--- config.mk ---
export PLATFORM = sky130hd
export DESIGN_NAME = dmem_arbiter
export DESIGN_NICKNAME = d
export VERILOG_FILES = /design/src/rtl/dmem_arb_pkg.sv /design/src/rtl/dmem_rr_pick.sv /design/src/rtl/dmem_arbiter.sv
export SDC_FILE = /design/constraint.sdc
export NUM_CORES = 1
export LEC_CHECK = 0
export BUFFER_PORTS_ARGS = -buffer_cell sky130_fd_sc_hd__buf_2
export CAP_MARGIN = 20
export CORE_MARGIN = 2
export CORE_UTILIZATION = 35
export DETAILED_ROUTE_END_ITERATION = 6
export PLACE_DENSITY = 0.81
export RECOVER_POWER = 25
export SLEW_MARGIN = 20
export SYNTH_ARGS = -nofsm -noshare
export SYNTH_HDL_FRONTEND = slang
export SYNTH_SLANG_ARGS = --single-unit
--- constraint.sdc ---
create_clock -name clk -period 2.3 [get_ports clk]
set_input_delay 0 -clock clk [delete_from_list [all_inputs] [get_ports clk]]
set_output_delay 0 -clock clk [all_outputs]
set_load 0.03 [all_outputs]
--- src/rtl/dmem_arb_pkg.sv ---
// Shared types and constants for the data-memory arbiter family.
// Latency: n/a (declarations only).
// Backpressure: n/a.
package dmem_arb_pkg;

    // Owner encodings double as the FSM state encoding so the debug
    // owner output is simply the state register.
    localparam logic [1:0] OWNER_NONE = 2'b00;
    localparam logic [1:0] OWNER_P0   = 2'b01;
    localparam logic [1:0] OWNER_P1   = 2'b10;

    typedef enum logic [1:0] {
        IDLE = OWNER_NONE,
        OWN0 = OWNER_P0,
        OWN1 = OWNER_P1
    } arb_state_t;

    // Burst counter width; the counter saturates at its all-ones value.
    localparam int BURST_W = 4;
    localparam logic [BURST_W-1:0] BURST_SAT = {BURST_W{1'b1}};

    function automatic logic [BURST_W-1:0] burst_inc(input logic [BURST_W-1:0] cnt);
        return (cnt == BURST_SAT) ? cnt : cnt + 1'b1;
    endfunction

endpackage

--- src/rtl/dmem_rr_pick.sv ---
// Two-way request picker: preferred port wins unless its burst has expired.
// Latency: purely combinational, zero cycles.
// Backpressure: a non-picked requester simply sees no grant and must hold.
module dmem_rr_pick (
    input  logic       req0,
    input  logic       req1,
    input  logic       prefer,   // 0 = port 0 first, 1 = port 1 first
    input  logic       exp0,     // port 0 has used up its burst
    input  logic       exp1,     // port 1 has used up its burst
    output logic [1:0] gnt       // one-hot (or zero) grant
);

    logic first1;

    // An expired preferred port hands first choice to the other one; it can
    // still win if the other port is not requesting.
    always_comb begin
        first1 = prefer ? !exp1 : exp0;
        gnt    = 2'b00;
        gnt[0] = req0 && (!first1 || !req1);
        gnt[1] = req1 && (first1 || !req0);
    end

endmodule

--- src/rtl/dmem_arbiter.sv ---
// Round-robin, burst-limited arbiter sharing one single-port data SRAM between two ports.
// Latency: gnt same cycle as req; SRAM controls one cycle after grant; read data two cycles after grant.
// Backpressure: ungranted requests must be held; no stall after grant, one access per cycle.
module dmem_arbiter
    import dmem_arb_pkg::*;
#(
    parameter int ADDR_W    = 7,
    parameter int DATA_W    = 32,
    parameter int MAX_BURST = 4
) (
    input  logic              clk,
    input  logic              rst_n,        // active-high synchronous reset despite the name
    input  logic              p0_req,
    input  logic              p0_we,
    input  logic [ADDR_W-1:0] p0_addr,
    input  logic [DATA_W-1:0] p0_wdata,
    output logic              p0_gnt,
    output logic              p0_rvalid,
    output logic [DATA_W-1:0] p0_rdata,
    input  logic              p1_req,
    input  logic              p1_we,
    input  logic [ADDR_W-1:0] p1_addr,
    input  logic [DATA_W-1:0] p1_wdata,
    output logic              p1_gnt,
    output logic              p1_rvalid,
    output logic [DATA_W-1:0] p1_rdata,
    output logic              CEN,
    output logic              WEN,
    output logic              OEN,
    output logic [ADDR_W-1:0] A,
    output logic [DATA_W-1:0] Data2Mem,
    input  logic [DATA_W-1:0] ReadDataMem,
    output logic [1:0]        owner
);

    localparam logic [BURST_W-1:0] MAX_B = BURST_W'(MAX_BURST);

    arb_state_t         state, state_nxt;
    logic [BURST_W-1:0] burst_cnt, burst_cnt_nxt;
    logic               rr, rr_nxt;        // 0 = p0 preferred on an IDLE conflict
    logic               pick_prefer;
    logic               exp0, exp1;
    logic [1:0]         pick_gnt;
    logic               gnt_any;
    logic               sel_we;
    logic [ADDR_W-1:0]  sel_addr;
    logic [DATA_W-1:0]  sel_wdata;
    logic               rd_tag0, rd_tag1;

    // While a port owns the memory it keeps priority until its burst expires;
    // from IDLE the round-robin pointer decides.
    always_comb begin
        pick_prefer = rr;
        exp0        = 1'b0;
        exp1        = 1'b0;
        case (state)
            OWN0: begin
                pick_prefer = 1'b0;
                exp0        = (burst_cnt >= MAX_B);
            end
            OWN1: begin
                pick_prefer = 1'b1;
                exp1        = (burst_cnt >= MAX_B);
            end
            default: pick_prefer = rr;
        endcase
    end

    dmem_rr_pick u_pick (
        .req0   (p0_req),
        .req1   (p1_req),
        .prefer (pick_prefer),
        .exp0   (exp0),
        .exp1   (exp1),
        .gnt    (pick_gnt)
    );

    assign p0_gnt  = !rst_n && pick_gnt[0];
    assign p1_gnt  = !rst_n && pick_gnt[1];
    assign gnt_any = p0_gnt || p1_gnt;

    // Next-state, burst count and round-robin pointer from this cycle's grant.
    always_comb begin
        state_nxt     = state;
        burst_cnt_nxt = burst_cnt;
        rr_nxt        = rr;
        if (p0_gnt) begin
            state_nxt     = OWN0;
            burst_cnt_nxt = (state == OWN0) ? burst_inc(burst_cnt) : BURST_W'(1);
            rr_nxt        = 1'b1;
        end else if (p1_gnt) begin
            state_nxt     = OWN1;
            burst_cnt_nxt = (state == OWN1) ? burst_inc(burst_cnt) : BURST_W'(1);
            rr_nxt        = 1'b0;
        end else begin
            state_nxt     = IDLE;
            burst_cnt_nxt = '0;
        end
    end

    // Arbitration state register.
    always_ff @(posedge clk) begin
        if (rst_n) begin
            state     <= IDLE;
            burst_cnt <= '0;
            rr        <= 1'b0;
        end else begin
            state     <= state_nxt;
            burst_cnt <= burst_cnt_nxt;
            rr        <= rr_nxt;
        end
    end

    assign owner = state;

    // Mux the granted port's request fields towards the SRAM.
    always_comb begin
        sel_we    = p1_gnt ? p1_we    : p0_we;
        sel_addr  = p1_gnt ? p1_addr  : p0_addr;
        sel_wdata = p1_gnt ? p1_wdata : p0_wdata;
    end

    // Registered SRAM controls; address and write data hold through idle cycles.
    always_ff @(posedge clk) begin
        if (rst_n) begin
            CEN      <= 1'b1;
            WEN      <= 1'b1;
            OEN      <= 1'b1;
            A        <= '0;
            Data2Mem <= '0;
        end else if (gnt_any) begin
            CEN      <= 1'b0;
            WEN      <= !sel_we;
            OEN      <= sel_we;
            A        <= sel_addr;
            Data2Mem <= sel_wdata;
        end else begin
            CEN      <= 1'b1;
            WEN      <= 1'b1;
            OEN      <= 1'b1;
        end
    end

    // Track which port owns an in-flight read; reset drops it.
    always_ff @(posedge clk) begin
        if (rst_n) begin
            rd_tag0   <= 1'b0;
            rd_tag1   <= 1'b0;
            p0_rvalid <= 1'b0;
            p1_rvalid <= 1'b0;
        end else begin
            rd_tag0   <= p0_gnt && !p0_we;
            rd_tag1   <= p1_gnt && !p1_we;
            p0_rvalid <= rd_tag0;
            p1_rvalid <= rd_tag1;
        end
    end

    // SRAM read data arrives in the rvalid cycle; qualified by rvalid only.
    assign p0_rdata = ReadDataMem;
    assign p1_rdata = ReadDataMem;

endmodule

==> impl_metrics.env <==
export IMPL_status="complete, no violations"
export IMPL_die_w_um=92.0
export IMPL_drv_slew=0
export IMPL_reg2reg_to="Data2Mem[6]$_SDFFE_PP0P_"
export IMPL_finClkSkew_ns=0.00778
export IMPL_gp_congestion=0.813
export IMPL_drt_total_wl_um=7630
export IMPL_synth_ff_type="dfxtp_1"
export IMPL_num_vias=2527
export IMPL_finalHoldViolCount=0
export IMPL_antenna_found_initial=0
export IMPL_cp_required_ns=2.30
export IMPL_crit_end="p1_gnt"
export IMPL_peakVddDrop_v=0.000302
export IMPL_tightest_slew_ns=0.550
export IMPL_die_area_um2=8460
export IMPL_timing_final_ws_setup_ns=0.119
export IMPL_clkTransAtPathRegs_ns=0.09
export IMPL_arrival_ns=2.18
export IMPL_pre_cts_slack_ns=0.220
export IMPL_drtAntennaViolNets=0
export IMPL_power_density_nw_per_um2=630
export IMPL_drt_pass1_iterations=4
export IMPL_synth_xor_area_frac=0.00323
export IMPL_syn_cell_area_um2=2710
export IMPL_layout_min_cycle_time_ns=2.18
export IMPL_viasPerCell=4.88
export IMPL_synth_top_family_by_area="buffers and inverters"
export IMPL_antenna_cells=0
export IMPL_drc=0
export IMPL_fin_tns_setup_ns=0
export IMPL_rsz0062_at_grt="false"
export IMPL_cap_viol_max_count=0
export IMPL_wl_per_cell_um=14.7
export IMPL_cts_root_buf="clkbuf_8"
export IMPL_cts_buffer_depth=2
export IMPL_cts_buffers=5
export IMPL_async_flop_share=0
export IMPL_r2r_worst_path_cells=9
export IMPL_period_share=0.948
export IMPL_reg2reg_setup_slack_ns=0.14
export IMPL_end_kind="output port"
export IMPL_synth_edff_count=0
export IMPL_io_buffers=131
export IMPL_grt_pass1_wl_um=12000
export IMPL_yosysSeqAreaShare=0.392
export IMPL_cpPeakStageDelay_ns=0.41
export IMPL_cts_num_sinks=53
export IMPL_synthesis_nets=420
export IMPL_synthesis_instances=301
export IMPL_synthToLayoutAreaGrowth_pct=33.5
export IMPL_dp_hpwl_um=4740
export IMPL_clk_latency_ns=0.31
export IMPL_crit_cells=7
export IMPL_r2r_start="owner[0]$_SDFF_PP0_"
export IMPL_drt_initial_drc_count=129
export IMPL_critical_path_startpoint="owner[0]$_SDFF_PP0_"
export IMPL_setup_viol=0
export IMPL_cp_max_fo=4
export IMPL_core_um2=7610
export IMPL_ys_ff_latch=53
export IMPL_crit_path_start_kind="register"
export IMPL_drive_above_1_share=0.370
export IMPL_synth_adder_area_share=0.0139
export IMPL_critPathSlowestCell="a311oi_4"
export IMPL_grt_total_usage=0.176
export IMPL_synthMuxAreaShare=0.0669
export IMPL_num_io_pins=228
export IMPL_rows=32
export IMPL_overflow=0
export IMPL_ys_warn_count=0
export IMPL_die_h_um=92.0
export IMPL_synth_simple_area_share=0.145
export IMPL_cts_max_level=2
export IMPL_hold_class="input port to output port"
export IMPL_path_buf_inv=3
export IMPL_slew_headroom=0.633
export IMPL_nets=534
export IMPL_grt_max_degree=34
export IMPL_cts_tree="built"
export IMPL_avgSynthCellArea_um2=9.00
export IMPL_leakagePower_nw=1.74
export IMPL_synth_compound_area_frac=0.161
export IMPL_start_util=0.356
export IMPL_fmax_mhz=459
export IMPL_synth_cell_type_count=36
export IMPL_crit_family="compound AO/OA/AOI/OAI gates"
export IMPL_crit_type="register to output port"
export IMPL_grt_pass1_vias=2602
export IMPL_fillCellCount=722
export IMPL_crit_chain="inv_1, ha_1, nand2b_1, o211ai_2, a311oi_4, buf_6, buf_2"
==> worst register-to-register path: cells and delay by family (launching register included) <==
family                   cells  cell delay [ns]
flip-flops                   1             0.38
AO/OA/AOI/OAI                2             0.60
adder cells (fa/ha/maj)      1             0.34
buffers and inverters        3             0.48
AND/OR/NAND/NOR              3             0.33
==> stage by stage <==
stage / cells / util / instance area [µm²] / total power, W / hold slack (ns)
3_5_place_dp: 459 / 0.392 / 2990 / 0.00155 / 0.000316
2_1_floorplan: 301 / - / 2710 / 0.00158 / 0.0830
3_3_place_gp: 459 / 0.392 / 2990 / 0.00154 / 0.000316
4_1_cts: 516 / 0.472 / 3590 / 0.00229 / 0.000316
5_1_grt: 518 / 0.476 / 3620 / 0.00239 / 0.0000469
6_report: 518 / 0.476 / 3620 / 0.00228 / 0.0000146
==> per-layer routing <==
metal / vias to the layer above / share of wire / wire length, µm / global-route usage
met4: 0 / 0.031 / 238 / 0.0721
li1: 1198 / - / - / -
met3: 29 / 0.069 / 528 / 0.0403
met5: - / 0 / 0 / 0
met1: 1169 / 0.38 / 2880 / 0.188
met2: 131 / 0.52 / 3980 / 0.332
==> kinds of logic after synthesis <==
logic type,after synthesis
and+or+nand+nor,86
AOI/OAI and AO/OA,56
buffers and inverters,84
muxes,18
adders and majority gates,3
xor gates and xnor gates,1
DFF,53
==> power breakdown <==
group / switching [W] / internal [W] / leakage [nW] / total [W]
sequential: 0.0000371 / 0.000991 / 0.439 / 0.00103
combinational: 0.000339 / 0.000249 / 1.24 / 0.000587
clock: 0.000309 / 0.000355 / 0.0585 / 0.000665
==> placed cells by master, fill, tap and decap left out, types with 2 or more instances in the layout <==
cell type      instances
a211oi_1              16
a21o_1                 2
a21oi_1                4
a22oi_1               24
buf_12                 2
buf_2                132
buf_4                  4
clkbuf_8               6
dfxtp_1               53
dlygate4sd3_1         48
ha_1                   3
inv_1                  4
mux2i_1               17
nand2_1               47
nand2b_1               3
nand3_1                2
nand3b_1               2
nor2_1                19
nor2b_1                4
nor3_1                 2
nor4_1                 2
o21ai_0                2
==> how the worst min path moves through the flow <==
stage	startpoint	endpoint	cells past startpoint
finish	ReadDataMem[11]	p1_rdata[11]	0
global route	ReadDataMem[9]	p0_rdata[9]	0
CTS	ReadDataMem[10]	p0_rdata[10]	0
detailed placement	ReadDataMem[10]	p0_rdata[10]	0
global placement	ReadDataMem[10]	p0_rdata[10]	0
floorplan	p0_we	rd_tag0$_SDFF_PP0_	1
==> cells in the mapped netlist, types with 2 or more instances <==
library cell,number,share of area
a21oi_1,4,0.0074
nor3_1,3,0.0055
buf_6,2,0.0083
buf_4,64,0.18
nand2b_1,3,0.0069
nor4_1,2,0.0046
nand3b_1,2,0.0055
a211oi_1,16,0.044
dfxtp_1,53,0.39
buf_2,4,0.0074
nor2b_1,4,0.0092
nand2_1,47,0.065
nor2_1,20,0.028
mux2i_1,17,0.063
clkbuf_1,8,0.011
nand3_1,2,0.0037
a22oi_1,24,0.066
inv_1,4,0.0055
o21ai_0,2,0.0037
ha_1,3,0.014
a21o_1,2,0.0055
==> cell type report <==
type                            instances  area [µm²]  share of cell area
Sequential cell                        53        1060               0.293
Multi-Input combinational cell        164        1080               0.297
Inverter                                4        15.0             0.00415
Timing Repair Buffer                  187        1220               0.338
Tap cell                              102         128              0.0353
Clock inverter                          1        30.0             0.00830
Clock buffer                            7        86.3              0.0239
==> repair_timing <==
action                                 CTS  global route
setup endpoints to repair                1             2
hold buffers                            48             0
buffers inserted                         0             2
endpoints found under the hold margin   27             0
cloned                                   1             0
gates resized for setup                  1             3
pin swaps                                0             2
==> registers in the layout, indices dropped and copies added (netlist names), 2 cells and up <==
signal     count
burst_cnt      4
Data2Mem      32
owner          2
A              7
Power figures use the tool's default switching activity.
